==> config.mk <==
export PLATFORM = sky130hd
export DESIGN_NAME = h_gen_array
export DESIGN_NICKNAME = d
export VERILOG_FILES = /design/src/rtl/h_gen_array.sv
export SDC_FILE = /design/constraint.sdc
export NUM_CORES = 1
export LEC_CHECK = 0
export ABC_AREA = 1
export BUFFER_PORTS_ARGS = -buffer_cell sky130_fd_sc_hd__buf_2
export CORE_ASPECT_RATIO = 2
export CORE_MARGIN = 2
export CORE_UTILIZATION = 50
export CTS_CLUSTER_DIAMETER = 150
export CTS_CLUSTER_SIZE = 12
export DETAILED_ROUTE_END_ITERATION = 12
export PLACE_DENSITY = 0.72
export SLEW_MARGIN = 10
export SYNTH_ARGS = -nofsm -noshare
export SYNTH_HDL_FRONTEND = slang
export SYNTH_SLANG_ARGS = --single-unit
==> constraint.sdc <==
create_clock -name clk -period 5.05 [get_ports clk]
set_input_delay 0.505 -clock clk [delete_from_list [all_inputs] [get_ports clk]]
set_output_delay 0.505 -clock clk [all_outputs]
set_load 0.01 [all_outputs]
==> src/rtl/h_gen_array.sv <==
// Array of unary/stochastic bit-stream generators: each channel turns an IWID-bit
// activation into a 2**IWID-beat stream whose ones count equals the activation value.
module h_gen_array #(
    parameter int IDIM = 16,
    parameter int IWID = 8,
    parameter int ODIM = IDIM
) (
    input  logic                 clk,
    input  logic                 rst,
    input  logic [IDIM*IWID-1:0] iData,
    input  logic                 iValid,
    output logic                 iReady,
    output logic [ODIM-1:0]      oBit,
    output logic                 oValid,
    output logic                 oLast,
    input  logic                 oReady
);

    if (ODIM != IDIM) begin : g_odim_check
        $error("h_gen_array: ODIM must equal IDIM");
    end

    localparam logic [IWID-1:0] CNT_LAST = '1;

    typedef enum logic {
        IDLE,
        STREAM
    } state_t;

    state_t          state;
    state_t          state_next;
    logic [IWID-1:0] active [IDIM];
    logic [IWID-1:0] shadow [IDIM];
    logic            shadow_full;
    logic [IWID-1:0] cnt;
    logic [IWID-1:0] cnt_rev;

    logic accept;
    logic consume;
    logic final_beat;
    logic promote_shadow;
    logic load_direct;
    logic load_shadow;

    // Handshake decode; a vector arriving while the last beat leaves goes straight to active.
    always_comb begin
        iReady         = !shadow_full && !rst;
        oValid         = (state == STREAM) && !rst;
        oLast          = oValid && (cnt == CNT_LAST);
        accept         = iValid && iReady;
        consume        = oValid && oReady;
        final_beat     = consume && (cnt == CNT_LAST);
        promote_shadow = final_beat && shadow_full;
        load_direct    = accept && ((state == IDLE) || (final_beat && !shadow_full));
        load_shadow    = accept && !load_direct;
    end

    always_ff @(posedge clk) begin
        if (rst) begin
            state <= IDLE;
        end else begin
            state <= state_next;
        end
    end

    always_comb begin
        state_next = state;
        case (state)
            IDLE: begin
                if (accept) begin
                    state_next = STREAM;
                end
            end
            STREAM: begin
                if (final_beat && !shadow_full && !accept) begin
                    state_next = IDLE;
                end
            end
            default: state_next = IDLE;
        endcase
    end

    // Buffers and beat counter; cnt wraps to 0 naturally after the final beat.
    always_ff @(posedge clk) begin
        if (rst) begin
            for (int i = 0; i < IDIM; i++) begin
                active[i] <= '0;
                shadow[i] <= '0;
            end
            shadow_full <= 1'b0;
            cnt         <= '0;
        end else begin
            if (promote_shadow) begin
                for (int i = 0; i < IDIM; i++) begin
                    active[i] <= shadow[i];
                end
                shadow_full <= 1'b0;
                cnt         <= '0;
            end else if (load_direct) begin
                for (int i = 0; i < IDIM; i++) begin
                    active[i] <= iData[i*IWID +: IWID];
                end
                cnt <= '0;
            end else if (consume) begin
                cnt <= cnt + 1'b1;
            end

            if (load_shadow) begin
                for (int i = 0; i < IDIM; i++) begin
                    shadow[i] <= iData[i*IWID +: IWID];
                end
                shadow_full <= 1'b1;
            end
        end
    end

    // Comparing against the bit-reversed count spreads each channel's ones evenly over the stream.
    always_comb begin
        cnt_rev = '0;
        for (int b = 0; b < IWID; b++) begin
            cnt_rev[b] = cnt[IWID-1-b];
        end
    end

    always_comb begin
        oBit = '0;
        for (int i = 0; i < ODIM; i++) begin
            oBit[i] = oValid && (active[i] > cnt_rev);
        end
    end

endmodule
Word level (Yosys, flattened, before mapping)
Memories as Yosys holds them, arrays and structs flattened. Index checks and enable logic that the tools add are counted.

Register bits: 10. Latch bits: 0. Bits in writable memories: 256. Bits in read-only memories: 0. Input port bits: 132. Logic and storage cells: 171. Memories: 2.

Add/subtract/negate cells: 1. Multipliers: 0. Divide/modulo/power cells: 0. $lt $le $gt $ge: 16. Equal/unequal tests: 1. Shift-type cells: 0. Mux-type cells: 65. Bitwise logic cells: 49. Reduce and logical (&&, ||, !) cells: 34.

Memories: active (depth 16, bits a word 8, rd ports 16, clocked after Yosys merged registers in 0, write ports 16, line 32) `logic [IWID-1:0] active [IDIM];`; shadow (depth 16, bits a word 8, rd ports 16, clocked after Yosys merged registers in 0, write ports 16, line 33) `logic [IWID-1:0] shadow [IDIM];`.

Operator list (count): $mux W8 (48); $gt A8 B8 Y1 (16); $or A1 B1 Y1 (48); $logic_and A1 B1 Y1 (27); $mux W1 (16); $add A8 B1 Y8 const B (1); $eq A8 B8 Y1 const B (1); $logic_not A1 Y1 (4); $reduce_or A3 Y1 (1); $pmux W1 S2 (1); $reduce_bool A2 Y1 (1); $logic_or A1 B1 Y1 (1); $not A1 Y1 (1).

Depth between registers and ports, before layout
Gate-level depths: netlist of run 1.

Word-level depth: 13. Gate-level depth with buffers: 11. Gate-level depth less buffers: 10.

Least setup slack after synthesis of run 1
OpenSTA, ideal clock, no wires.

Path type: in2reg. Start point: input port rst. End point: memory shadow[0][0], enable pin. Setup time: 0.492 ns. Data arrival time: 4.212 ns. Path slack: 0.347 ns. Cell stages on the path: 7. Buffers on the path: 2. Cell sequence: buf_6 nor2_1 nand2_1 inv_1 nand3_1 buf_2 nand2_1.

RTL lines: start: declaration (line 9) `input logic rst,`; end: declaration (line 33).

==> results of run 1 <==
==> layout by cell type, fill, tap and decap left out, types with 9 or more instances in the layout <==
cell type	count
a21oi_1	67
buf_2	150
buf_4	9
clkbuf_1	19
clkbuf_16	27
dfxtp_1	10
edfxtp_1	256
ha_1	129
inv_1	177
nand2_1	238
nand3_1	110
nor2_1	176
nor3_1	9
o21a_1	16
o21ai_0	66
o21ai_1	40
==> metrics by stage <==
stage,instances,util,cell area (um^2)
floorplan,1365,-,13700
global placement,1821,0.548,14700
detailed placement,1821,0.548,14700
CTS,1868,0.576,15500
global route,1868,0.576,15500
finish,1868,0.576,15500
==> worst reg2reg max path: stages (launching register included) <==
cell	delay, ns
dfxtp_1	0.33
ha_1	0.22
nand3_1	0.16
nor2_4	0.07
nand3_1	0.15
nand2_2	0.10
nand2_4	0.39
buf_4	0.76
nand2_2	0.83
==> power by group through the flow <==
| stage | Clock (mW) | Combinational (mW) | Sequential (mW) |
|---|---|---|---|
| floorplan | 0 | 0.382 | 2.69 |
| global placement | 0 | 0.533 | 2.69 |
| detailed placement | 0 | 0.560 | 2.70 |
| CTS | 1.82 | 0.563 | 2.65 |
| global route | 1.89 | 0.646 | 2.66 |
| finish | 1.80 | 0.560 | 2.65 |
==> cell families after synthesis <==
family | count (synthesis)
AOI/OAI and AO/OA | 189
xor gates and xnor gates | 5
adders and majority gates | 129
buffers and inverters | 231
DFF | 266
muxes | 1
and+or+nand+nor | 544
==> metal layers <==
metal  share of wire  up-vias  track usage
met5               0        -            0
met1            0.38     4483        0.241
met4           0.044        0       0.0973
met3           0.046       76       0.0225
li1                -     4869            -
met2            0.53      268        0.384
==> flip-flops by register name (all words and copies together), names as in the netlist <==
register,cells
active,128
shadow,128
cnt,8
shadow_full,1
state,1
==> final timing paths <==
kind | start | to | slack [ns] | cells after the start
worst max register to register | cnt[0] | active[1][61] | 1.53 | 8
worst min register to register | shadow[1][26] | active[1][26] | 0.52 | 2
worst max-delay path | cnt[0] | active[1][61] | 1.53 | 8
worst min-delay path | iValid | state | 0.22 | 3
==> area by class of cell <==
type                            instances  area [um^2]
Clock inverter                          1         11.3
Tap cell                              348          435
Clock buffer                           46          747
Timing Repair Buffer                  160          838
Sequential cell                       266         7890
Inverter                              179          674
Fill cell                            2316        11400
Multi-Input combinational cell        868         4910
==> results.json, run 1 <==
{
  "antenna_found_initial": 0,
  "max_cap_violations": 0,
  "clkLatencyLatePin_ns": 0.54,
  "p_comb_frac": 0.112,
  "io_buffers": 150,
  "first_global_vias": 9889,
  "layout_worst_path_cycle_share": 0.696,
  "slew_viol_final": 0,
  "holdBufCountCts": 0,
  "dr.pass1.iters": 5,
  "post-dp-hpwl_um": 20000,
  "grt_max_degree": 83,
  "ys.flop_type": "edfxtp_1",
  "synth_mux_area_frac": 0.000821,
  "cts.sinks": 266,
  "finalCriticalPeriod_ns": 3.52,
  "synth_seq_cells": 266,
  "clock_path_buffers": 3,
  "syn_to_final_growth_pct": 13.1,
  "cts_tree": "yes",
  "dp_slack_ns": 1.15,
  "tightestPinTransition_ns": 1.20,
  "synth_top_family_by_area": "simple AND/OR/NAND/NOR gates",
  "finalNetCount": 1762,
  "hold_class": "in -> reg",
  "power_leakage_nw": 6.94,
  "setup_violations": 0,
  "netlist_area_um2": 13700,
  "synth.top_cells.by_count": "256 x edfxtp_1, 241 x nand2_1, 177 x inv_1",
  "ys_async_sr_fraction": 0,
  "peakVddDrop_uv": 204,
  "synth-compound-area-share": 0.0719,
  "postSynthAreaPerCell_um2": 10.0,
  "hold_slack_ns": 0.219,
  "synth_area_leaders": "edfxtp_1 56%, ha_1 12%, nand2_1 6.6%",
  "gr-total-overflow": 0,
  "cp_cell_sequence": "ha_1 -> nand3_1 -> nor2_4 -> nand3_1 -> nand2_2 -> nand2_4 -> buf_4 -> nand2_2",
  "cp_num_buf_inv": 1,
  "synth_cells": 1365,
  "initialDrtViolationCount": 493,
  "die_area_um2": 28800,
  "synth_most_common_cell": "edfxtp_1",
  "synth_top_area_frac": 0.561,
  "start_util": 0.509,
  "post-cts-setup-buffers": 0,
  "drive_above_1_share": 0.132,
  "end_kind": "flop",
  "worstSetupStartpointType": "flop",
  "max_stage_delay_ns": 0.82,
  "die_x_um": 121,
  "status": "complete, no violations",
  "syn_nets": 1626,
  "design_power_total_mw": 5.01,
  "wirelength_um": 29600,
  "cts.clk_slew.worst_paths_ns": 0.06,
  "tns_ns": 0,
  "p_int_mw": 3.81,
  "p_per_area_nw_per_um2": 323,
  "core_um2": 26900,
  "slowest_stage": "nand2_2",
  "skew_ns": 0.0166,
  "pwr-share-clk": 0.359,
  "grt_pass1_wl_um": 47700,
  "cp_top_family": "simple AND/OR/NAND/NOR gates",
  "antennaDiodeCount": 0,
  "synth-xor-area-share": 0.00319,
  "synth_edf_count": 256,
  "gp_congestion": 0.805,
  "post_cts_resized": 0,
  "crit_arrival_ns": 3.55,
  "fmax_mhz": 284,
  "drc": 0,
  "critPathKind": "reg -> reg",
  "yosys_warnings": 0,
  "via_per_inst": 5.19,
  "num_io_pins": 151,
  "power_switching_mw": 1.20,
  "dieHeight_um": 238,
  "yosys.area_share.simple": 0.162,
  "ant_nets": 0,
  "setup_slack_ns": 1.53,
  "yosysUniqueCellTypes": 26,
  "switching_share": 0.240,
  "numCtsBuffers": 26,
  "ys_seq_area_frac": 0.575,
  "hold_viol_final": 0,
  "vias": 9696,
  "synthAdderAreaFrac": 0.118,
  "rsz0062_at_grt": "no",
  "grtUsageTotal": 0.210,
  "slew_headroom": 0.198,
  "seqPwrFrac": 0.529,
  "yosysTopAreaCell": "edfxtp_1",
  "required_ns": 5.08,
  "cts_root_buf": "clkbuf_16",
  "wl_per_cell_um": 15.9,
  "worstPathMaxFanout": 82,
  "htreeDepth": 1,
  "num_rows": 85
}
Note: power is estimated with default switching activity, not from simulation.
==> run 2, diff against run 1 <==
==> constraint.sdc (replaced) <==
create_clock -name clk -period 2.92 [get_ports clk]
set_input_delay 0.292 -clock clk [delete_from_list [all_inputs] [get_ports clk]]
set_output_delay 0.292 -clock clk [all_outputs]
set_load 0.01 [all_outputs]
==> run 2 against run 1 <==
Net effect:
- sequential power is 73% higher
- power is 73% higher
- non-clock buffer count is 22 higher
- die area stayed put
- setup slack worse by 1.4 ns
- global-route usage is 1.2 points higher
- sequential share of layout area is 0.88 points lower
- routed wire length is 7.1% higher
- clock power is 72% higher
- critical path type is now reg -> out
- largest power group unchanged
- highest routed layer unchanged
==> results.json, run 2 (synthesis gave the netlist of run 1 again) <==
{
  "status": "complete, no violations",
  "most-common-layout-cells": "256 x edfxtp_1, 238 x nand2_1, 175 x nor2_1, 173 x inv_1, 150 x buf_2",
  "cts.clk_slew.worst_paths_ns": 0.06,
  "p_per_area_nw_per_um2": 550,
  "finalNetCount": 1784,
  "rrSetupSlack_ns": 0.43,
  "worstPathMaxFanout": 11,
  "core_um2": 26900,
  "cts.sinks": 266,
  "worstSetupStartpointType": "flop",
  "clock_path_buffers": 3,
  "vias": 9985,
  "gr-total-overflow": 0,
  "num_rows": 85,
  "fmax_mhz": 362,
  "layout_commonest_cell": "edfxtp_1",
  "power_leakage_nw": 7.07,
  "die_area_um2": 28800,
  "post-dp-hpwl_um": 21100,
  "via_per_inst": 5.28,
  "reg.largest.list": "active: 128 flops, shadow: 128 flops, cnt: 8 flops",
  "crit-reg2reg-launch": "cnt[1]",
  "hp-start": "iData[85]",
  "rsz0062_at_grt": "no",
  "tns_ns": 0,
  "fillers": 2281,
  "skew_ns": 0.0136,
  "syn_to_final_growth_pct": 15.1,
  "crit_arrival_ns": 2.47,
  "critPathKind": "reg -> out",
  "hold_viol_final": 0,
  "postPlaceCellArea_um2": 14900,
  "peakVddDrop_uv": 292,
  "slew_headroom": 0.371,
  "tightestPinTransition_ns": 0.943,
  "numCtsBuffers": 26,
  "io_buffers": 150,
  "setup_violations": 0,
  "antenna_found_initial": 0,
  "wl_per_cell_um": 16.8,
  "grt_pass1_wl_um": 50000,
  "reg2reg_depth": 7,
  "dp_slack_ns": 0.409,
  "slew_viol_final": 0,
  "finalCriticalPeriod_ns": 2.76,
  "antennaDiodeCount": 0,
  "drive_above_1_share": 0.146,
  "drc": 0,
  "initialDrtViolationCount": 570,
  "layout_worst_path_cycle_share": 0.946,
  "grtUsageTotal": 0.222,
  "ant_nets": 0,
  "die_x_um": 121,
  "wirelength_um": 31700,
  "num_io_pins": 151,
  "clkLatencyLatePin_ns": 0.53,
  "first_global_vias": 10310,
  "required_ns": 2.63,
  "startpoint": "cnt[3]",
  "hold-path-cell-count": 3,
  "fin_area_um2": 15800,
  "utilization": 0.586,
  "gp_congestion": 0.825,
  "hold_class": "in -> reg",
  "htreeDepth": 1,
  "dr.pass1.iters": 6,
  "rr_endpoint": "shadow[1][0]",
  "max_cap_violations": 0,
  "start_util": 0.509,
  "hold_end": "shadow[1][21]",
  "cts_tree": "yes",
  "cts_root_buf": "clkbuf_16",
  "dieHeight_um": 238,
  "grt_max_degree": 95,
  "end_kind": "output port",
  "setup_slack_ns": 0.158
}
[run 2: changes by cell type in the layout (fill, tap and decap cells not counted), sizes merged]
cell,before,now
buf,160,181
clkinvlp,0,4
inv,180,176
clkbuf,46,47
dlygate4sd3,0,1
[run 2: worst max-delay path: stages (launching register included)]
cell and delay (ns):
dfxtp_1 0.33, inv_1 0.34, buf_4 0.36, ha_1 0.28
nand2_1 0.06, nor2_1 0.05, nand2_1 0.05, o21ai_0 0.08
a21oi_1 0.20, buf_2 0.18
[run 2: report_power, final]
part           leakage [nW]  total (mW)  switching, mW  internal (mW)
combinational          3.96       0.996          0.625          0.371
clock                 0.362        3.10           1.37           1.73
sequential             2.75        4.59         0.0892           4.50
[run 2: final cells by class]
class                           instances  area [um^2]  area share
Sequential cell                       266         7890       0.500
Clock inverter                          1         11.3    0.000714
Clock buffer                           47          751      0.0476
Multi-Input combinational cell        868         4920       0.312
Tap cell                              348          435      0.0276
Inverter                              179          689      0.0437
Timing Repair Buffer                  182         1080      0.0685
[run 2: layer usage]
| layer | vias to the layer above | share of wire | GRT usage |
|---|---|---|---|
| met5 | - | 0 | 0 |
| met4 | 0 | 0.044 | 0.101 |
| met3 | 76 | 0.047 | 0.0222 |
| met2 | 291 | 0.54 | 0.419 |
| met1 | 4695 | 0.37 | 0.245 |
| li1 | 4923 | - | - |
[run 2: per-stage QoR]
stage	total power, mW	hold slack (ns)	std cells
after floorplan	5.30	0.423	1365
after global placement	5.62	0.505	1832
after detailed placement	5.67	0.514	1832
after CTS	8.75	0.0418	1886
after global routing	9.04	0.0629	1891
final	8.68	0.0597	1891
[run 2: worst max path at each step]
stage	to	depth (start not counted)
6_report	oBit[5]	9
3_5_place_dp	oBit[4]	11
3_3_place_gp	oBit[4]	11
4_1_cts	oBit[4]	9
5_1_grt	oBit[11]	10
2_1_floorplan	shadow[0][0]	6
[run 2: repair_timing]
action / in CTS / in global routing
hold buffers: 1 / 0
hold endpoints to repair: 1 / 0
gates cloned: 0 / 0
gates resized for setup: 2 / 3
setup buffers: 5 / 5
endpoints found under the setup margin: 7 / 15
==> run 3, diff against run 2 <==
--- a/config.mk
+++ b/config.mk
@@ -5,7 +5,7 @@
 export SDC_FILE = /design/constraint.sdc
 export NUM_CORES = 1
 export LEC_CHECK = 0
-export ABC_AREA = 1
+export ABC_AREA = 0
 export BUFFER_PORTS_ARGS = -buffer_cell sky130_fd_sc_hd__buf_2
 export CORE_ASPECT_RATIO = 2
 export CORE_MARGIN = 2
@@ -13,6 +13,7 @@
 export CTS_CLUSTER_DIAMETER = 150
 export CTS_CLUSTER_SIZE = 12
 export DETAILED_ROUTE_END_ITERATION = 12
+export GPL_ROUTABILITY_DRIVEN = 1
 export PLACE_DENSITY = 0.72
 export SLEW_MARGIN = 10
 export SYNTH_ARGS = -nofsm -noshare
==> run 3 against run 2 <==
Net effect:
- sequential share of layout area is 0.20 points higher
- final cell count is 18% lower
- power is 1.3% higher
- register-to-register slack worse by 0.11 ns
- largest cell class unchanged
==> results.json, run 3 <==
{
  "finalCriticalPeriod_ns": 2.69,
  "cts_root_buf": "clkbuf_16",
  "die_x_um": 121,
  "ys.flop_type": "edfxtp_1",
  "antennaDiodeCount": 0,
  "drive_above_1_share": 0.204,
  "gr-total-overflow": 0,
  "fmax_mhz": 372,
  "max_cap_violations": 0,
  "synth_area_leaders": "edfxtp_1 57%, ha_1 12%, a22o_1 5.2%",
  "post-dp-hpwl_um": 18700,
  "met2_usage": 0.369,
  "utilization": 0.586,
  "synth_edf_count": 256,
  "use_met1": 0.233,
  "ys_seq_area_frac": 0.581,
  "yosysTopAreaCell": "edfxtp_1",
  "layout_worst_path_cycle_share": 0.921,
  "netlist_area_um2": 13600,
  "fillers": 2262,
  "ys_async_sr_fraction": 0,
  "cp_cell_sequence": "clkinvlp_4 -> buf_4 -> ha_1 -> nand3_1 -> or2_2 -> a21oi_1 -> o21a_1 -> buf_2",
  "worstPathMaxFanout": 9,
  "ant_nets": 0,
  "num_io_pins": 151,
  "skew_ns": 0.0109,
  "slowest_stage": "dfxtp_2",
  "yosysUniqueCellTypes": 35,
  "drc": 0,
  "clkLatencyLatePin_ns": 0.54,
  "cts.clk_slew.worst_paths_ns": 0.06,
  "grt_pass1_wl_um": 45300,
  "tightestPinTransition_ns": 0.984,
  "initialDrtViolationCount": 438,
  "max_stage_delay_ns": 0.38,
  "busiest_layer": "met2",
  "via_per_inst": 5.55,
  "status": "complete, no violations",
  "numCtsBuffers": 26,
  "grtUsageTotal": 0.204,
  "critPathKind": "reg -> out",
  "tns_ns": 0,
  "crit-reg2reg-launch": "cnt[1]",
  "first_global_vias": 8647,
  "rrSetupSlack_ns": 0.32,
  "synth_seq_cells": 266,
  "most-common-layout-cells": "256 x edfxtp_1, 149 x buf_2, 129 x ha_1, 96 x nor2b_1, 84 x a21oi_1",
  "slew_viol_final": 0,
  "antenna_found_initial": 0,
  "cp_top_family": "buffers and inverters",
  "cts.sinks": 266,
  "vias": 8647,
  "rr_endpoint": "active[1][17]",
  "fin_area_um2": 15700,
  "synth_cells": 1026,
  "reg2reg_depth": 6,
  "hold-path-cell-count": 2,
  "setup_violations": 0,
  "slew_headroom": 0.344,
  "worstSetupStartpointType": "flop",
  "fin_cells": 1558,
  "core_um2": 26800,
  "power_leakage_nw": 6.42,
  "hold_viol_final": 0,
  "synth_top_area_frac": 0.566,
  "postPlaceCellArea_um2": 14800,
  "wl_per_cell_um": 18.4,
  "hold_class": "in -> reg",
  "layout_commonest_cell": "edfxtp_1",
  "dr.pass1.iters": 4,
  "use_met3": 0.0335,
  "gp_congestion": 0.765,
  "syn_to_final_growth_pct": 15.8,
  "rsz0062_at_grt": "no",
  "end_kind": "output port",
  "grt_max_degree": 98,
  "cp_num_buf_inv": 3,
  "dp_cells": 1498,
  "syn_nets": 1287,
  "p_per_area_nw_per_um2": 560,
  "die_area_um2": 28600,
  "hold_end": "shadow[0][18]",
  "synth_most_common_cell": "edfxtp_1",
  "reg.largest.list": "active: 128 flops, shadow: 128 flops, cnt: 8 flops",
  "peakVddDrop_uv": 562,
  "yosys_warnings": 0,
  "num_rows": 85,
  "dieHeight_um": 237,
  "finalNetCount": 1451,
  "postSynthAreaPerCell_um2": 13.2,
  "start_util": 0.507,
  "hp-start": "iData[18]",
  "synth.top_cells.by_count": "256 x edfxtp_1, 129 x ha_1, 96 x nor2b_1",
  "clock_path_buffers": 3,
  "cts_tree": "yes",
  "required_ns": 2.63,
  "htreeDepth": 1,
  "crit_arrival_ns": 2.40,
  "io_buffers": 150,
  "wirelength_um": 28600
}
## run 3: cell count changes after synthesis, moves of 80 or more
cell	previous run	this run
a22o_1	0	80
and2_1	0	83
inv_1	177	24
nand2_1	241	19
nand3_1	111	20
nor2_1	176	25
nor2b_1	0	96
## run 3: repair_timing
| item | CTS | global route |
|---|---|---|
| endpoints found under the hold margin | 1 | 0 |
| hold buffers | 1 | 0 |
| resized for setup | 6 | 1 |
| buffers inserted | 11 | 0 |
| setup endpoints to repair | 16 | 1 |
## run 3: routing by layer
metal	routed length, um	part of all wire
met5	0	0
met4	1160	0.041
met3	1320	0.046
met2	15100	0.53
met1	11000	0.38
## run 3: cells by family after synthesis
| kind of cell | Yosys count | synth area share |
|---|---|---|
| xor+xnor | 5 | 0.00323 |
| fa+ha+maj | 129 | 0.119 |
| buf+inv | 68 | 0.0224 |
| simple gates | 290 | 0.125 |
| flops | 266 | 0.581 |
| mux | 48 | 0.0398 |
| compound gates | 220 | 0.110 |
## run 3: power breakdown
group / internal [mW] / total, mW / switching (mW)
Combinational: 0.483 / 1.07 / 0.583
Clock: 1.73 / 3.11 / 1.38
Sequential: 4.53 / 4.63 / 0.0933
## run 3: layout make-up
cell class / count / area [um^2] / area share
Clock inverter: 1 / 11.3 / 0.000716
Tap cell: 348 / 435 / 0.0277
Clock buffer: 47 / 751 / 0.0478
Sequential cell: 266 / 7890 / 0.502
Inverter: 24 / 113 / 0.00716
Multi-Input combinational cell: 692 / 5440 / 0.346
Timing Repair Buffer: 180 / 1080 / 0.0688
## run 3: worst reg2reg max path: stages, from the launching register on
cell	delay (ns)
dfxtp_1	0.44
ha_1	0.26
and2_1	0.20
nand3_2	0.23
a211oi_4	0.37
buf_12	0.42
mux2_2	0.44
## run 3: how the worst max path moves through the flow
stage            from  cells past startpoint       endpoint  slack [ns]
4_1_cts        cnt[4]                      8        oBit[2]        0.10
6_report       cnt[4]                      8        oBit[2]        0.23
2_1_floorplan  cnt[7]                      3  active[1][16]       -0.08
3_5_place_dp      rst                      5   active[1][4]        0.36
5_1_grt        cnt[4]                      8       oBit[15]        0.11
3_3_place_gp      rst                      5   active[1][7]        0.41
## run 3: through the flow
step | power (mW) | hold WS [ns] | setup slack, ns
CTS | 8.88 | 0.0193 | 0.101
detailed placement | 5.78 | 0.517 | 0.357
global route | 9.22 | 0.0349 | 0.111
global placement | 5.73 | 0.491 | 0.409
finish | 8.80 | 0.0449 | 0.231
floorplan | 5.40 | 0.452 | -0.0815
